$ cat config.mk
export PLATFORM = sky130hd
export DESIGN_NAME = uart_frame_tx
export DESIGN_NICKNAME = d
export VERILOG_FILES = /design/src/rtl/uart_frame_tx.sv
export SDC_FILE = /design/constraint.sdc
export NUM_CORES = 1
export LEC_CHECK = 0
export CORE_ASPECT_RATIO = 0.5
export CORE_MARGIN = 2
export CORE_UTILIZATION = 30
export DETAILED_ROUTE_END_ITERATION = 12
export HOLD_SLACK_MARGIN = 0.08
export PLACE_DENSITY = 0.58
export SYNTH_ARGS = -nofsm -noshare
export SYNTH_HDL_FRONTEND = slang
export SYNTH_SLANG_ARGS = --single-unit
$ cat constraint.sdc
create_clock -name SYS_CLK -period 4.1 [get_ports SYS_CLK]
set_input_delay 0.41 -clock SYS_CLK [delete_from_list [all_inputs] [get_ports SYS_CLK]]
set_output_delay 0.41 -clock SYS_CLK [all_outputs]
set_load 0.005 [all_outputs]
$ cat src/rtl/uart_frame_tx.sv
// UART transmitter fed from a show-ahead FIFO. It either wraps PAYLOAD_LEN characters in
// the HDR/~HDR/payload/~HDR/HDR frame or sends one FIFO character per line character (raw).
module uart_frame_tx #(
    parameter int         CLK_FREQ    = 20_000_000,
    parameter int         BAUD        = 256000,
    parameter int         DATA_BITS   = 8,
    parameter int         PARITY      = 0,
    parameter int         STOP_BITS   = 1,
    parameter int         FRAME_EN    = 1,
    parameter int         PAYLOAD_LEN = 2,
    parameter logic [7:0] HDR         = 8'h01
) (
    input  logic                 SYS_CLK,
    input  logic                 RST,
    input  logic [DATA_BITS-1:0] DATA_IN,
    input  logic                 FIFO_EMPTY,
    output logic                 RDREQ,
    output logic                 TXD,
    output logic                 BUSY,
    output logic                 FRAME_DONE
);

    localparam int                   DIV       = CLK_FREQ / BAUD;
    localparam logic [15:0]          DIV_M1    = 16'(DIV - 1);
    localparam logic [2:0]           DATA_LAST = 3'(DATA_BITS - 1);
    localparam logic [2:0]           STOP_LAST = 3'(STOP_BITS - 1);
    localparam logic [8:0]           LAST_IDX  = 9'((FRAME_EN != 0) ? PAYLOAD_LEN + 3 : 0);
    localparam logic [8:0]           LAST_M1   = LAST_IDX - 9'd1;
    localparam logic [DATA_BITS-1:0] HDR_C     = HDR[DATA_BITS-1:0];

    typedef enum logic [2:0] {
        ST_IDLE,
        ST_LOAD,
        ST_START,
        ST_DATA,
        ST_PARITY,
        ST_STOP
    } state_t;

    state_t               state_reg, state_next;
    logic [15:0]          baud_cnt_reg, baud_cnt_next;
    logic [2:0]           bit_cnt_reg, bit_cnt_next;
    logic [8:0]           char_idx_reg, char_idx_next;
    logic [DATA_BITS-1:0] shift_reg, shift_next;
    logic                 parity_reg, parity_next;
    logic                 txd_reg, txd_next;
    logic                 frame_done_reg, frame_done_next;

    logic                 is_payload;
    logic [DATA_BITS-1:0] hdr_char;
    logic [DATA_BITS-1:0] load_data;
    logic                 load_parity;
    logic                 stall;
    logic                 baud_tick;

    // Slot decode: the two leading and two trailing characters of a frame are header bytes.
    always_comb begin
        is_payload = 1'b1;
        hdr_char   = HDR_C;
        if (FRAME_EN != 0) begin
            if (char_idx_reg == 9'd0 || char_idx_reg == LAST_IDX) begin
                is_payload = 1'b0;
                hdr_char   = HDR_C;
            end else if (char_idx_reg == 9'd1 || char_idx_reg == LAST_M1) begin
                is_payload = 1'b0;
                hdr_char   = ~HDR_C;
            end
        end
    end

    assign load_data   = is_payload ? DATA_IN : hdr_char;
    assign load_parity = (PARITY == 1) ? ~(^load_data) : (^load_data);
    assign stall       = is_payload && FIFO_EMPTY;
    assign baud_tick   = (baud_cnt_reg == DIV_M1);

    always_comb begin
        state_next      = state_reg;
        baud_cnt_next   = 16'd0;
        bit_cnt_next    = bit_cnt_reg;
        char_idx_next   = char_idx_reg;
        shift_next      = shift_reg;
        parity_next     = parity_reg;
        txd_next        = 1'b1;
        frame_done_next = 1'b0;
        RDREQ           = 1'b0;
        case (state_reg)
            ST_IDLE: begin
                bit_cnt_next = 3'd0;
                if (!FIFO_EMPTY) begin
                    state_next = ST_LOAD;
                end
            end
            ST_LOAD: begin
                if (!stall) begin
                    shift_next   = load_data;
                    parity_next  = load_parity;
                    RDREQ        = is_payload;
                    bit_cnt_next = 3'd0;
                    state_next   = ST_START;
                end
            end
            ST_START: begin
                txd_next      = 1'b0;
                baud_cnt_next = baud_cnt_reg + 16'd1;
                if (baud_tick) begin
                    baud_cnt_next = 16'd0;
                    state_next    = ST_DATA;
                end
            end
            ST_DATA: begin
                txd_next      = shift_reg[0];
                baud_cnt_next = baud_cnt_reg + 16'd1;
                if (baud_tick) begin
                    baud_cnt_next = 16'd0;
                    shift_next    = shift_reg >> 1;
                    if (bit_cnt_reg == DATA_LAST) begin
                        bit_cnt_next = 3'd0;
                        state_next   = (PARITY != 0) ? ST_PARITY : ST_STOP;
                    end else begin
                        bit_cnt_next = bit_cnt_reg + 3'd1;
                    end
                end
            end
            ST_PARITY: begin
                txd_next      = parity_reg;
                baud_cnt_next = baud_cnt_reg + 16'd1;
                if (baud_tick) begin
                    baud_cnt_next = 16'd0;
                    bit_cnt_next  = 3'd0;
                    state_next    = ST_STOP;
                end
            end
            ST_STOP: begin
                baud_cnt_next = baud_cnt_reg + 16'd1;
                if (baud_tick) begin
                    baud_cnt_next = 16'd0;
                    if (bit_cnt_reg == STOP_LAST) begin
                        bit_cnt_next = 3'd0;
                        if (char_idx_reg == LAST_IDX) begin
                            frame_done_next = 1'b1;
                            char_idx_next   = 9'd0;
                            state_next      = ST_IDLE;
                        end else begin
                            char_idx_next = char_idx_reg + 9'd1;
                            state_next    = ST_LOAD;
                        end
                    end else begin
                        bit_cnt_next = bit_cnt_reg + 3'd1;
                    end
                end
            end
            default: begin
                state_next = ST_IDLE;
            end
        endcase
    end

    // TXD is registered, so the line lags the state register by one clock.
    always_ff @(posedge SYS_CLK or posedge RST) begin
        if (RST) begin
            state_reg      <= ST_IDLE;
            baud_cnt_reg   <= 16'd0;
            bit_cnt_reg    <= 3'd0;
            char_idx_reg   <= 9'd0;
            shift_reg      <= '0;
            parity_reg     <= 1'b0;
            txd_reg        <= 1'b1;
            frame_done_reg <= 1'b0;
        end else begin
            state_reg      <= state_next;
            baud_cnt_reg   <= baud_cnt_next;
            bit_cnt_reg    <= bit_cnt_next;
            char_idx_reg   <= char_idx_next;
            shift_reg      <= shift_next;
            parity_reg     <= parity_next;
            txd_reg        <= txd_next;
            frame_done_reg <= frame_done_next;
        end
    end

    assign TXD        = txd_reg;
    assign BUSY       = (state_reg != ST_IDLE);
    assign FRAME_DONE = frame_done_reg;

endmodule
-- Yosys cells after proc, flatten, opt, wreduce, memory -nomap -nowiden
Cells that the tools add are included.
- logic and storage cells: 81
- latch bits: 0
- register bits after elaboration: 42
- output and inout bits: 4
- input port bits: 11
- RAM bits: 0
- ROM bits: 0
- memories: 0
- shift operators: 0
- multipliers: 0
- add/subtract/negate cells: 3
- reduce and logical (&&, ||, !) cells: 16
- $lt $le $gt $ge: 0
- bitwise logic cells: 1
- mux-type cells: 35
- divide/modulo/power cells: 0
- equality and inequality tests: 18
- operators with widths (cell ; number):
    3-bit two-way mux ; 14
    8-bit two-way mux ; 5
    16-bit two-way mux ; 2
    9-bit by 3-bit == test with 1-bit output, second input constant ; 2
    3-bit case mux with 6 select lines ; 1
    16-bit by 1-bit adder with 16-bit output, second input constant ; 1
    16-bit by 7-bit == test with 1-bit output, second input constant ; 1
    2-bit inequality test, second input constant ; 8
    8-bit case mux with 2 select lines ; 1
    3-bit case mux with 5 select lines ; 1
    9-bit by 1-bit adder with 9-bit output, second input constant ; 1
    3-bit == test, second input constant ; 3
    9-bit by 1-bit == test with 1-bit output, second input constant ; 1
    9-bit zero test ; 1
    1-bit two-way mux ; 9
    9-bit two-way mux ; 1
    8-bit AND reduction ; 1
    8-bit parity ; 1
    3-bit by 2-bit == test with 1-bit output, second input constant ; 2
    3-bit zero test ; 2
    3-bit AND reduction ; 2
    5-bit AND reduction ; 1
    5-bit nonzero test ; 1
    4-bit OR reduction ; 1
    9 further kinds ; 10

-- Longest topological paths before layout
- word-level depth: 7
- mapped depth: 8
- depth with buffers taken out: 6

-- Least setup slack after synthesis
OpenSTA, ideal clock, no wires.
- kind: register -> register
- start: reg char_idx_reg[3]
- end: reg shift_reg[0]
- required time: 3.975 ns
- arrival time: 1.923 ns
- library setup time: 0.125 ns
- setup slack: 2.052 ns
- cell stages (with the launch flop): 6
- buffers on the path: 1
- period minus slack after synthesis: 2.048 ns
- path through: dfrtp_1 or4_4 o311ai_2 o2111a_1 buf_6 mux2_4
- cells in the longest elaborated chain, start to end: 7
- elaborated cells on any way between the ends: 16
- those cells by class: 4 x eq/ne; 7 x mux; 5 x reduce/logical
- RTL lines (what ; RTL line ; source):
    start, declared ; 43 ; logic [8:0] char_idx_reg, char_idx_next;
    start signal, assigned ; 173 ; char_idx_reg <= char_idx_next;
    9-bit by 1-bit == test with 1-bit output / 9-bit by 3-bit == test with 1-bit output (equally long branches) ; 64 ; end else if (char_idx_reg == 9'd1 || char_idx_reg == LAST_M1) begin
    1-bit logical OR ; 64 ;
    8-bit two-way mux / 1-bit two-way mux (equally long branches) ; 64 ;
    8-bit two-way mux / 1-bit two-way mux (equally long branches) ; 61 ; if (char_idx_reg == 9'd0 || char_idx_reg == LAST_IDX) begin
    8-bit two-way mux / 1-bit logical AND (equally long branches) ; 71, 73 ;
    8-bit two-way mux / 2-bit inequality test (equally long branches) ; -- ;
    8-bit case mux with 2 select lines / 3-bit AND reduction (equally long branches) ; -- ;
    end signal, assigned ; 174 ; shift_reg <= shift_next;
    end, declared ; 44 ; logic [DATA_BITS-1:0] shift_reg, shift_next;
Several ways; a longest one is shown, not always the timed one. The select of a mux whose other input is x is not followed.
A chain may end at the register's enable or synchronous reset.

-- Worst setup path after layout
- start: reg char_idx_reg[1]
- end: out RDREQ
- cells in the longest elaborated chain, start to end: 7
- elaborated cells on any way between the ends: 11
- those cells by class: 3 x eq/ne; 4 x mux; 4 x reduce/logical
- RTL lines (what ; RTL line ; source):
    9-bit by 1-bit == test with 1-bit output / 9-bit by 3-bit == test with 1-bit output (equally long branches) ; 64 ;
    1-bit logical OR ; 64 ;
    1-bit two-way mux ; 64 ;
    1-bit two-way mux (*) ; 61 ;
    1-bit logical AND ; 73 ; assign stall = is_payload && FIFO_EMPTY;
    1-bit two-way mux (*) ; 94 ; if (!stall) begin
    1-bit two-way mux (*) ; 86 ; case (state_reg)
    end, declared ; 17 ; output logic RDREQ,
Mark *: on every way between the ends. The rest lies on a longest branch, timed or not.

==> results.sh <==
export IMPL_status="finished, final reports clean"
export IMPL_dp_hpwl_mm=4.34
export IMPL_ir_worst_vdd_v=0.000118
export IMPL_slowest_stage="clkdlybuf4s50_1"
export IMPL_syn2layout_area_growth_pct=11.8
export IMPL_clock_sinks=42
export IMPL_die_width_um=142
export IMPL_overflow=0
export IMPL_p_per_area_nw_per_um2=268
export IMPL_utilization=0.342
export IMPL_synth_top_area_frac=0.359
export IMPL_hold_viol_final=0
export IMPL_drv_cap=0
export IMPL_first_iter_violations=146
export IMPL_hold_class="reg2reg"
export IMPL_num_rows=25
export IMPL_netlist_cell_type_count=61
export IMPL_fin_crit_ns=2.76
export IMPL_cts_tree="built"
export IMPL_critical_path_class="reg2out"
export IMPL_dieArea_um2=10400
export IMPL_clk_pin_slew_ns=0.06
export IMPL_p_leak_uw=0.00131
export IMPL_avgRoutedWirePerCell_um=14.4
export IMPL_synth_ff_type="dfrtp_1"
export IMPL_clk_path_buf_depth=2
export IMPL_post_cts_repair_setup_buffers=0
export IMPL_port_buffers=14
export IMPL_ioPinCount=15
export IMPL_cp_cell_sequence="inv_1 > ha_1 > nor2_1 > o311ai_1 > inv_1 > clkdlybuf4s50_1"
export IMPL_drc=0
export IMPL_grt_setup_unrepaired="false"
export IMPL_cts_htree_levels=2
export IMPL_finalCritPeriodShare=0.674
export IMPL_endpoint_kind="primary output"
export IMPL_timing_critical_path_buf_inv=3
export IMPL_avgSynthCellArea_um2=9.43
export IMPL_antenna_found_initial=0
export IMPL_synth_edf_count=0
export IMPL_cts_repair_resized=0
export IMPL_worstMarginPinSlew_ns=0.901
export IMPL_ant_nets=0
export IMPL_max_freq_mhz=362
export IMPL_cts_made_buffers=5
export IMPL_syn_area_um2=2860
export IMPL_cp_required_ns=3.69
export IMPL_vias=2222
export IMPL_cts_root_buf="clkbuf_16"
export IMPL_ys_seq_area_frac=0.368
export IMPL_gp_congestion=0.745
export IMPL_setup_viol=0
export IMPL_antenna_cells=0
export IMPL_drv_slew=0
export IMPL_die_y_um=73
export IMPL_fp_coreArea_um2=9350
export IMPL_grt_pass1_vias=2021
export IMPL_stdcell_area_um2=3190
export IMPL_largest_reg_flops=16
export IMPL_cp_arrival_ns=2.35
export IMPL_synth_seq_cells=42
export IMPL_synth_area_leaders="dfrtp_1, mux2_4, xnor2_1, nor2_1, ha_1"
export IMPL_final_nets=327
export IMPL_relSlewSlack=0.399
export IMPL_cts_hold_buf=0
export IMPL_wl_mm=6.21
export IMPL_grt_pass1_wl_mm=10.4
export IMPL_syn_nets=322
export IMPL_critPathMaxFanout=12
export IMPL_synth_area_leader_cell="dfrtp_1"
export IMPL_post_drt_via_cell_ratio=5.17
export IMPL_setup_tns_ns=0
export IMPL_cp_slowest_stage_delay_ns=0.45
export IMPL_cp_start_kind="flip-flop"
export IMPL_initial_utilization=0.305
export IMPL_placed_area_um2=3040
export IMPL_drive_above_1_share=0.142
export IMPL_clock_latency_ns=0.28
export IMPL_dr_pass1_iters=4
export IMPL_ys_warn_count=0
export IMPL_grt_max_degree=43
export IMPL_grtUsageTotal=0.126
export IMPL_cp_common_cell="inv_1"
export IMPL_cp_top_family="buffers and inverters"
export IMPL_skew_ns=0.00272
export IMPL_async_flop_share=1.00
export IMPL_syn_inst=303
-- routing by layer --
| metal | wire length (um) | track usage | vias up |
|---|---|---|---|
| li1 | - | - | 1129 |
| met1 | 3150 | 0.181 | 1049 |
| met2 | 2780 | 0.194 | 40 |
| met3 | 222 | 0.0269 | 4 |
| met4 | 51 | 0.0300 | 0 |
| met5 | 0 | 0 | - |
-- worst register-to-register path: stages (launching register included) --
cell      delay, ns
dfrtp_1        0.42
inv_1          0.09
ha_1           0.41
nor2_1         0.19
o311ai_2       0.24
o2111a_1       0.55
mux2_4         0.35
-- Yosys cell counts (6+ instances only) --
cell,instances
nand2_1,17
ha_1,8
a21oi_1,15
nand3_1,11
clkbuf_1,12
dfrtp_1,41
mux2_4,7
nor4_1,6
a221o_2,6
a21o_2,6
inv_1,17
nor3_1,17
xnor2_1,12
xor2_1,9
nand4_1,8
nor2_1,27
o21ai_0,7
or3_1,6
o31ai_1,8
-- final cells by class --
type | count | area [um^2]
clock buffers | 6 | 139
repair buffers | 16 | 155
well taps | 121 | 151
multi-input cells | 226 | 1620
fillers | 977 | 6160
flip-flops and latches | 42 | 1050
inverters | 17 | 63.8
clock inverters | 2 | 12.5
-- cells by family after synthesis --
family | synth area share
AOI/OAI and AO/OA | 0.177
and+or+nand+nor | 0.231
adders and majority gates | 0.0350
DFF | 0.368
muxes | 0.0517
buffers and inverters | 0.0644
xor gates and xnor gates | 0.0723
-- through the flow --
stage          cells  hold slack [ns]  total power (uW)  setup slack (ns)
3_3_place_gp     422            0.499               460              1.67
4_1_cts          430            0.519               874              1.32
2_1_floorplan    303            0.482               440              2.05
6_report         430            0.519               857              1.34
3_5_place_dp     422            0.495               460              1.65
5_1_grt          430            0.531               892              1.09
-- path summary, 6_finish.rpt --
path / start / end / slack (ns) / cells after the start
min reg2reg: shift_reg[2]$_DFFE_PP0P_ / shift_reg[2]$_DFFE_PP0P_ / 0.52 / 1
max reg2reg: char_idx_reg[1]$_DFFE_PP0P_ / shift_reg[4]$_DFFE_PP0P_ / 1.74 / 6
max in group asynchronous: RST / bit_cnt_reg[0]$_DFFE_PP0P_ / 2.90 / 2
min in group asynchronous: RST / baud_cnt_reg[0]$_DFF_PP0_ / 0.63 / 2
max: char_idx_reg[1]$_DFFE_PP0P_ / RDREQ / 1.34 / 6
min: shift_reg[2]$_DFFE_PP0P_ / shift_reg[2]$_DFFE_PP0P_ / 0.52 / 1
-- report_power, final --
group / switching [uW] / total, uW / internal (uW) / leakage (uW)
Clock: 164 / 405 / 241 / 0.0000729
Combinational: 20.3 / 37.2 / 16.8 / 0.000689
Sequential: 0 / 414 / 414 / 0.000548
Total: 184 / 857 / 672 / 0.00131
-- placed cells by master (no fill, tap or decap), types with 7 or more instances in the layout --
master           synthesis  final
nand3_1                 11     11
ha_1                     8      8
nor3_1                  17     17
dfrtp_1                 41     41
inv_1                   17     16
nor2_1                  27     27
xnor2_1                 12     12
clkdlybuf4s50_1          0     14
xor2_1                   9      9
nand4_1                  8      8
o31ai_1                  8      8
nand2_1                 17     17
a21oi_1                 15     15
o21ai_0                  7      7
mux2_4                   7      7
Power figures use the tool's default switching activity.
